### src/rtl/yoda_encoder.sv
// rtl/yoda_encoder.sv - YODA run-length encoder: raw bytes in, length header plus (count, value) pairs out
module yoda_encoder #(
   parameter int MAX_RUN = 255
) (
   input  logic        clk,
   input  logic        rst_n,
   input  logic        start,
   input  logic [15:0] len,
   input  logic        rd,
   input  logic [7:0]  dat_in,
   output logic        wt,
   output logic [7:0]  dat_out,
   output logic        dn,
   input  logic        sent,
   output logic        finish
);

   typedef enum logic [2:0] {
      S_IDLE, S_HDR_HI, S_HDR_LO, S_FETCH, S_ACCUM, S_EMIT_CNT, S_EMIT_VAL, S_DONE
   } state_t;

   state_t      state, state_nxt, emit_next;
   logic [15:0] len_q, len_nxt;
   logic [15:0] remaining, rem_nxt, rem_dec;
   logic [7:0]  run_cnt, cnt_nxt;
   logic [7:0]  run_val, val_nxt;
   logic [7:0]  dat_nxt, emit_byte;
   logic        dn_nxt, wt_nxt, fin_nxt;
   logic        take, is_emit;

   // wt is still high the cycle after a capture, which blocks re-capturing the same byte
   assign take    = rd && !wt;
   assign rem_dec = remaining - 16'd1;

   always_comb begin
      is_emit   = 1'b0;
      emit_byte = 8'h00;
      emit_next = S_IDLE;
      case (state)
         S_HDR_HI: begin
            is_emit   = 1'b1;
            emit_byte = len_q[15:8];
            emit_next = S_HDR_LO;
         end
         S_HDR_LO: begin
            is_emit   = 1'b1;
            emit_byte = len_q[7:0];
            emit_next = (len_q == 16'd0) ? S_DONE : S_FETCH;
         end
         S_EMIT_CNT: begin
            is_emit   = 1'b1;
            emit_byte = run_cnt;
            emit_next = S_EMIT_VAL;
         end
         S_EMIT_VAL: begin
            is_emit   = 1'b1;
            emit_byte = run_val;
            emit_next = (remaining == 16'd0) ? S_DONE : S_FETCH;
         end
         default: ;
      endcase
   end

   always_comb begin
      state_nxt = state;
      len_nxt   = len_q;
      rem_nxt   = remaining;
      cnt_nxt   = run_cnt;
      val_nxt   = run_val;
      dat_nxt   = dat_out;
      dn_nxt    = dn;
      wt_nxt    = 1'b0;

      if (is_emit) begin
         // dn rises one cycle after entering an emit state and falls after sent,
         // so consecutive output bytes always have a dn-low gap
         if (!dn) begin
            dn_nxt  = 1'b1;
            dat_nxt = emit_byte;
         end else if (sent) begin
            dn_nxt    = 1'b0;
            state_nxt = emit_next;
         end
      end

      case (state)
         S_IDLE, S_DONE: begin
            if (start) begin
               len_nxt   = len;
               rem_nxt   = len;
               state_nxt = S_HDR_HI;
            end
         end
         S_FETCH: begin
            if (take) begin
               val_nxt   = dat_in;
               cnt_nxt   = 8'd1;
               rem_nxt   = rem_dec;
               wt_nxt    = 1'b1;
               state_nxt = (rem_dec == 16'd0) ? S_EMIT_CNT : S_ACCUM;
            end
         end
         S_ACCUM: begin
            if (take) begin
               if (dat_in == run_val && run_cnt < 8'(MAX_RUN)) begin
                  cnt_nxt   = run_cnt + 8'd1;
                  rem_nxt   = rem_dec;
                  wt_nxt    = 1'b1;
                  state_nxt = (rem_dec == 16'd0) ? S_EMIT_CNT : S_ACCUM;
               end else begin
                  // byte stays on the host side and is picked up by the next FETCH
                  state_nxt = S_EMIT_CNT;
               end
            end
         end
         default: ;
      endcase

      fin_nxt = (state_nxt == S_DONE);
   end

   always_ff @(posedge clk or negedge rst_n) begin
      if (!rst_n) begin
         state     <= S_IDLE;
         len_q     <= 16'd0;
         remaining <= 16'd0;
         run_cnt   <= 8'd0;
         run_val   <= 8'd0;
         dat_out   <= 8'h00;
         dn        <= 1'b0;
         wt        <= 1'b0;
         finish    <= 1'b0;
      end else begin
         state     <= state_nxt;
         len_q     <= len_nxt;
         remaining <= rem_nxt;
         run_cnt   <= cnt_nxt;
         run_val   <= val_nxt;
         dat_out   <= dat_nxt;
         dn        <= dn_nxt;
         wt        <= wt_nxt;
         finish    <= fin_nxt;
      end
   end

endmodule

### config.mk
export PLATFORM = sky130hd
export DESIGN_NAME = yoda_encoder
export DESIGN_NICKNAME = d
export VERILOG_FILES = /design/src/rtl/yoda_encoder.sv
export SDC_FILE = /design/constraint.sdc
export NUM_CORES = 1
export LEC_CHECK = 0
export BUFFER_PORTS_ARGS = -buffer_cell sky130_fd_sc_hd__buf_2
export CAP_MARGIN = 5
export CORE_AREA = 2 2 131 101
export CTS_BUF_LIST = sky130_fd_sc_hd__clkbuf_4 sky130_fd_sc_hd__clkbuf_8
export DETAILED_ROUTE_END_ITERATION = 10
export DIE_AREA = 0 0 133 103
export PLACE_DENSITY_LB_ADDON = 0.05
export SYNTH_ARGS = -nofsm -noshare
export SYNTH_HDL_FRONTEND = slang
export SYNTH_SLANG_ARGS = --single-unit
export TNS_END_PERCENT = 20
### constraint.sdc
create_clock -name clk -period 3.7 [get_ports clk]
set_clock_uncertainty 0.1 [all_clocks]
set_input_delay 0.185 -clock clk [delete_from_list [all_inputs] [get_ports clk]]
set_output_delay 0.185 -clock clk [all_outputs]
set_load 0.02 [all_outputs]
# --- Yosys cells after proc, flatten, opt, wreduce, memory -nomap -nowiden ---
# Index checks and enable logic that the tools add are counted.
# W data, S select, Z words.
word_totals:
  output_inout_bits: 11
  in_bits: 29
  ff_bits: 62
  wordCells: 71
op_classes:
  n_reduce_logical: 16
  mux: 29
  magnitude_cmp: 1
  n_bitwise: 1
  n_eq_ne: 13
  addsub: 2
ops:
  columns: ["op", "n"]
  rows:
  - ["$mux W16", 4]
  - ["$logic_not A16 Y1", 3]
  - ["$pmux W16 S3", 1]
  - ["$pmux W8 S4", 1]
  - ["$mux W3", 8]
  - ["$mux W8", 3]
  - ["$pmux W8 S2", 1]
  - ["$sub A16 B1 Y16 const B", 1]
  - ["$eq A3 B3 Y1 const B", 5]
  - ["$pmux W3 S4", 1]
  - ["$pmux W3 S3", 1]
  - ["$add A8 B1 Y8 const B", 1]
  - ["$eq A8 B8 Y1", 1]
  - ["$lt A8 B8 Y1 const B", 1]
  - ["$mux W1", 8]
  - ["$ne A2 B2 Y1 const B", 4]
  - ["$eq A3 B2 Y1 const B", 2]
  - ["$reduce_and A2 Y1", 3]
  - ["$reduce_and A5 Y1", 1]
  - ["$reduce_and A4 Y1", 1]
  - ["$reduce_or A4 Y1", 1]
  - ["$eq A3 B1 Y1 const B", 1]
  - ["$logic_not A3 Y1", 1]
  - ["$reduce_bool A3 Y1", 1]
  - ["other kinds (6)", 7]

# --- Longest topological paths before layout ---
depth:
  depth_word: 9
  mapped_depth: 9

# --- Worst setup path before layout ---
# No wires, ideal clock.
synth_timing:
  kind: "register -> register"
  startpoint: "register state[0]"
  endpoint: "register len_q[10]"
  period_less_slack_ps: 2235
  path_buffers: 2
  arrival_ps: 2011
  path_slack_ps: 1465
  path_stages_with_launch: 8
  cell_sequence: "dfrtp_1 -> inv_1 -> ha_1 -> clkbuf_1 -> mux2_2 -> nand2_1 -> clkbuf_1 -> mux2_2"
synth_between:
  elab_chain_cells: 3
synth_lines:
  columns: ["item", "line_no", "source"]
  rows:
  - ["start, declared", "22", "state_t state, state_nxt, emit_next;"]
  - ["start signal, assigned", "134", "state <= state_nxt;"]
  - ["$eq A3 B3 Y1 or $logic_not A3 Y1 (tied branches)", "86", "case (state)"]
  - ["$reduce_or A2 Y1 (*)", "86", null]
  - ["$reduce_and A2 Y1 (no source line) (*)", null, null]
  - ["end signal, assigned", "135", "len_q <= len_nxt;"]
  - ["end, declared", "23", "logic [15:0] len_q, len_nxt;"]
# Every way passes the cells marked *; elsewhere a longest branch is shown, timed or not.
# A chain may end at the register's enable or synchronous reset.

# --- Final worst setup path ---
layout_timing:
  startpoint: "input port dat_in[4]"
  endpoint: "register remaining[0]"
layout_between:
  elab_chain_cells: 4
layout_lines:
  columns: ["item", "line_no", "source"]
  rows:
  - ["start, declared", "10", "input logic [7:0] dat_in,"]
  - ["$eq A8 B8 Y1", "105", "if (dat_in == run_val && run_cnt < 8'(MAX_RUN)) begin"]
  - ["$logic_and A1 B1 Y1", "105", null]
  - ["$ne A2 B2 Y1 (no source line)", null, null]
  - ["$reduce_and A5 Y1 (no source line)", null, null]
  - ["end signal, assigned", "136", "remaining <= rem_nxt;"]
  - ["end, declared", "24", "logic [15:0] remaining, rem_nxt, rem_dec;"]
# No other way between the ends.

==> run summary <==
Clk pin slew, worst setup/hold paths = 70 ps
EDFF count, synth = 0
Peak Freq = 351.4 MHz
Die Width = 133 µm
Io pins = 40
Depth of the worst register-to-register path = 7
Syn-to-layout area delta = 20.51%
RSZ-0062 raised after global routing = false
Vias per Instance = 5.374
WHS = 16.05 ps
Worst path slowest cell = nor4_1
HP Start = len[2]
Crit path launch type = input pin
Residual DRC = 0
Final Hold Vio Count = 0
Minimum clock period = 2846 ps
Synth Area in Compound Gates = 20.03%
Full die area = 0.01370 mm²
First-pass DRT Iterations = 7
Worst-skew pair later-pin latency = 350 ps
Final setup viols = 0
Synth area leaders = dfrtp_1 42%, mux2_2 6.1%, nand2_1 5.2%
Antenna cell count = 0
IO Port Bufs = 39
CP Cell Sequence = dlygate4sd3_1 -> buf_2 -> xor2_1 -> nor4_1 -> a31oi_1 -> buf_4 -> or2_1 -> a211o_1
Power density cells = 885.8 mW/mm²
Leak = 1.870 nW
Syn Inst Count = 400
Mapped Nets = 437
GP Congestion = 0.8223
Synth Area in XOR/XNOR = 2.143%
GRT Residual Overflow = 0
Tcrit/Tclk final = 76.92%
Outcome = finished clean
Antenna violations before repair = 0
Total negative setup slack = 0 ps
Antenna Nets Post-Route = 0
Largest net degree at the start of global routing = 42
Adder-Cell Fraction of Synth Area = 2.721%
Peak supply drop = 0.3093 mV
Yosys cell types = 55
CP max FO = 19
Cells after DPL = 590
Htree depth = 3
Post-Syn Area per Cell = 9.196 µm²
Seq/Total Area, Yosys = 42.18%
Async SR Flop Fraction = 100.0%
TritonCTS clock tree = built
Levels on crit path = 8
Worst Path Arrival = 2980 ps
Vias in the first global route = 3203
Vias = 3348
RR Startpoint = state[0]
Final net count = 484
Crit. End Element = flop
Slew @ Worst Pin = 855.5 ps
Clock Tree Buf Depth = 2
Finished Layout Cells = 623
Chip height = 103 µm
DR WL/cell = 18.59 µm
Routed WL = 11.58 mm
Core Area = 0.01257 mm²
GRT Overall Usage = 17.68%
Worst Hold Class = input pin to flop
DPL Wire Length = 8.367 mm
Starting Density = 29.27%
Yosys reg bits = 62
CP Class = input pin to flop
Area leader, netlist = dfrtp_1
Pins Over Slew Limit = 0
Top-area cell type share of the netlist area = 42.18%
Top_reg_cell synth = dfrtp_1
CP top delay family = simple AND/OR/NAND/NOR gates
Post-Synthesis Cell Area = 0.003679 mm²
Crit path buf inv count = 3
Final Power = 0.003927 W
Critical Path Max Stage Delay = 750 ps
Clk root buf = clkbuf_8
Worst Hold Path EP = len_q[2]
Reg2reg end = finish
CTS Buf Count = 9
DP Worst Slack = 928.1 ps
Max_cap viols = 0
Number of setup buffers added after CTS = 0
Initial DRC count = 211
Worst EP required = 3830 ps
Setup ws final = 853.8 ps
Reg2reg setup slack = 900 ps
Post-synthesis mux area share = 7.483%
Clock sinks = 62
Synth Warn # = 0
FP Rows = 36
Slew HR = 42.44%
Wire length of the first global-routing pass = 18.57 mm
Share of cells above drive strength 1 = 20.80%
Main combinational cell family by area after synthesis = simple AND/OR/NAND/NOR gates
Synth Area in Simple Gates = 21.50%
Hold depth = 2
[per-stage QoR]
stage	utilization [%]	area (µm²)
after detailed placement	32.18	4044
final	35.27	4433
after global placement	32.18	4044
after global routing	35.27	4433
after floorplan	-	3679
after CTS	35.12	4413
[where the power goes]
group | internal [W] | leakage [nW] | switching [W]
clock network | 0.000368 | 0.105 | 0.000295
registers | 0.000976 | 0.763 | 0.000344
logic | 0.000794 | 1.00 | 0.00115
[cell usage after synthesis (3+ instances only)]
| library cell | number |
|---|---|
| a32oi_1 | 3 |
| inv_1 | 10 |
| nand2_1 | 51 |
| a31oi_1 | 7 |
| a2bb2oi_1 | 7 |
| nor2_1 | 23 |
| o22ai_1 | 6 |
| or4_1 | 4 |
| o211ai_1 | 3 |
| nand2b_1 | 8 |
| ha_1 | 8 |
| o31ai_1 | 11 |
| a211o_1 | 3 |
| a211oi_1 | 3 |
| mux2i_1 | 5 |
| nor4b_1 | 3 |
| nor4_1 | 13 |
| mux2_2 | 20 |
| a21oi_1 | 17 |
| nor3_1 | 15 |
| dfrtp_1 | 62 |
| and3_1 | 5 |
| a221oi_1 | 16 |
| or2_2 | 3 |
| nand3_1 | 14 |
| xor2_1 | 9 |
| o21ai_0 | 13 |
| clkbuf_1 | 24 |
[worst max-delay path by stage]
stage | startpoint | to
finish | dat_in[4] | remaining[0]
global route | state[1] | finish
CTS | dat_in[4] | remaining[0]
detailed placement | state[0] | finish
global placement | state[0] | finish
floorplan | state[0] | len_q[10]
[sequential cells by signal, indices dropped and copies added (netlist names)]
signal	cells
len_q	16
dn	1
dat_out	8
run_val	8
remaining	16
state	3
run_cnt	8
finish	1
wt	1
[cell families (layout without fill, tap and decap cells)]
kind of cell               count (synthesis)  count (layout)
DFF                                       62              62
xor gates and xnor gates                   9               9
buffers and inverters                     38              90
muxes                                     25              25
adders and majority gates                  8               8
and+or+nand+nor                          155             155
AOI/OAI and AO/OA                        103             103
[repair_timing]
action | 4_1_cts | 5_1_grt
hold buffers | 15 | 2
gates resized for setup | 0 | 0
hold endpoints to repair | 35 | 2
[metal layers]
layer	vias up	GRT usage, %	share of wire (%)
met2	66	25.51	42
met5	-	0	0
met3	4	4.228	3.2
met4	0	2.481	0.46
li1	1601	-	-
met1	1677	27.12	54
[layout by cell type (no fill, tap or decap), types with 3 or more instances in the layout]
cell type and count:
or2_2 3, mux2i_1 4, a221oi_1 16, a31oi_1 7
buf_4 8, nand2b_1 8, o31ai_1 11, o22ai_1 6
nand2_1 51, mux2_2 20, ha_1 8, inv_1 10
or4_1 4, nor2_1 23, buf_2 39, a21oi_1 17
a2bb2oi_1 7, a211o_1 3, and3_1 5, dlygate4sd3_1 17
nor4b_1 3, a32oi_1 3, clkbuf_8 12, o211ai_1 3
o21ai_0 13, nor3_1 15, a211oi_1 3, nor4_1 13
xor2_1 9, nand3_1 14, dfrtp_1 62
[final cells by class]
type	instances	area, µm²
fillers	1331	8134
well taps	171	214.0
clock buffers	12	165.2
flip-flops and latches	62	1551
inverters	10	37.54
clock inverters	4	53.80
repair buffers	64	425.4
multi-input cells	300	1986
No activity file was read; power rests on OpenSTA's default activity.
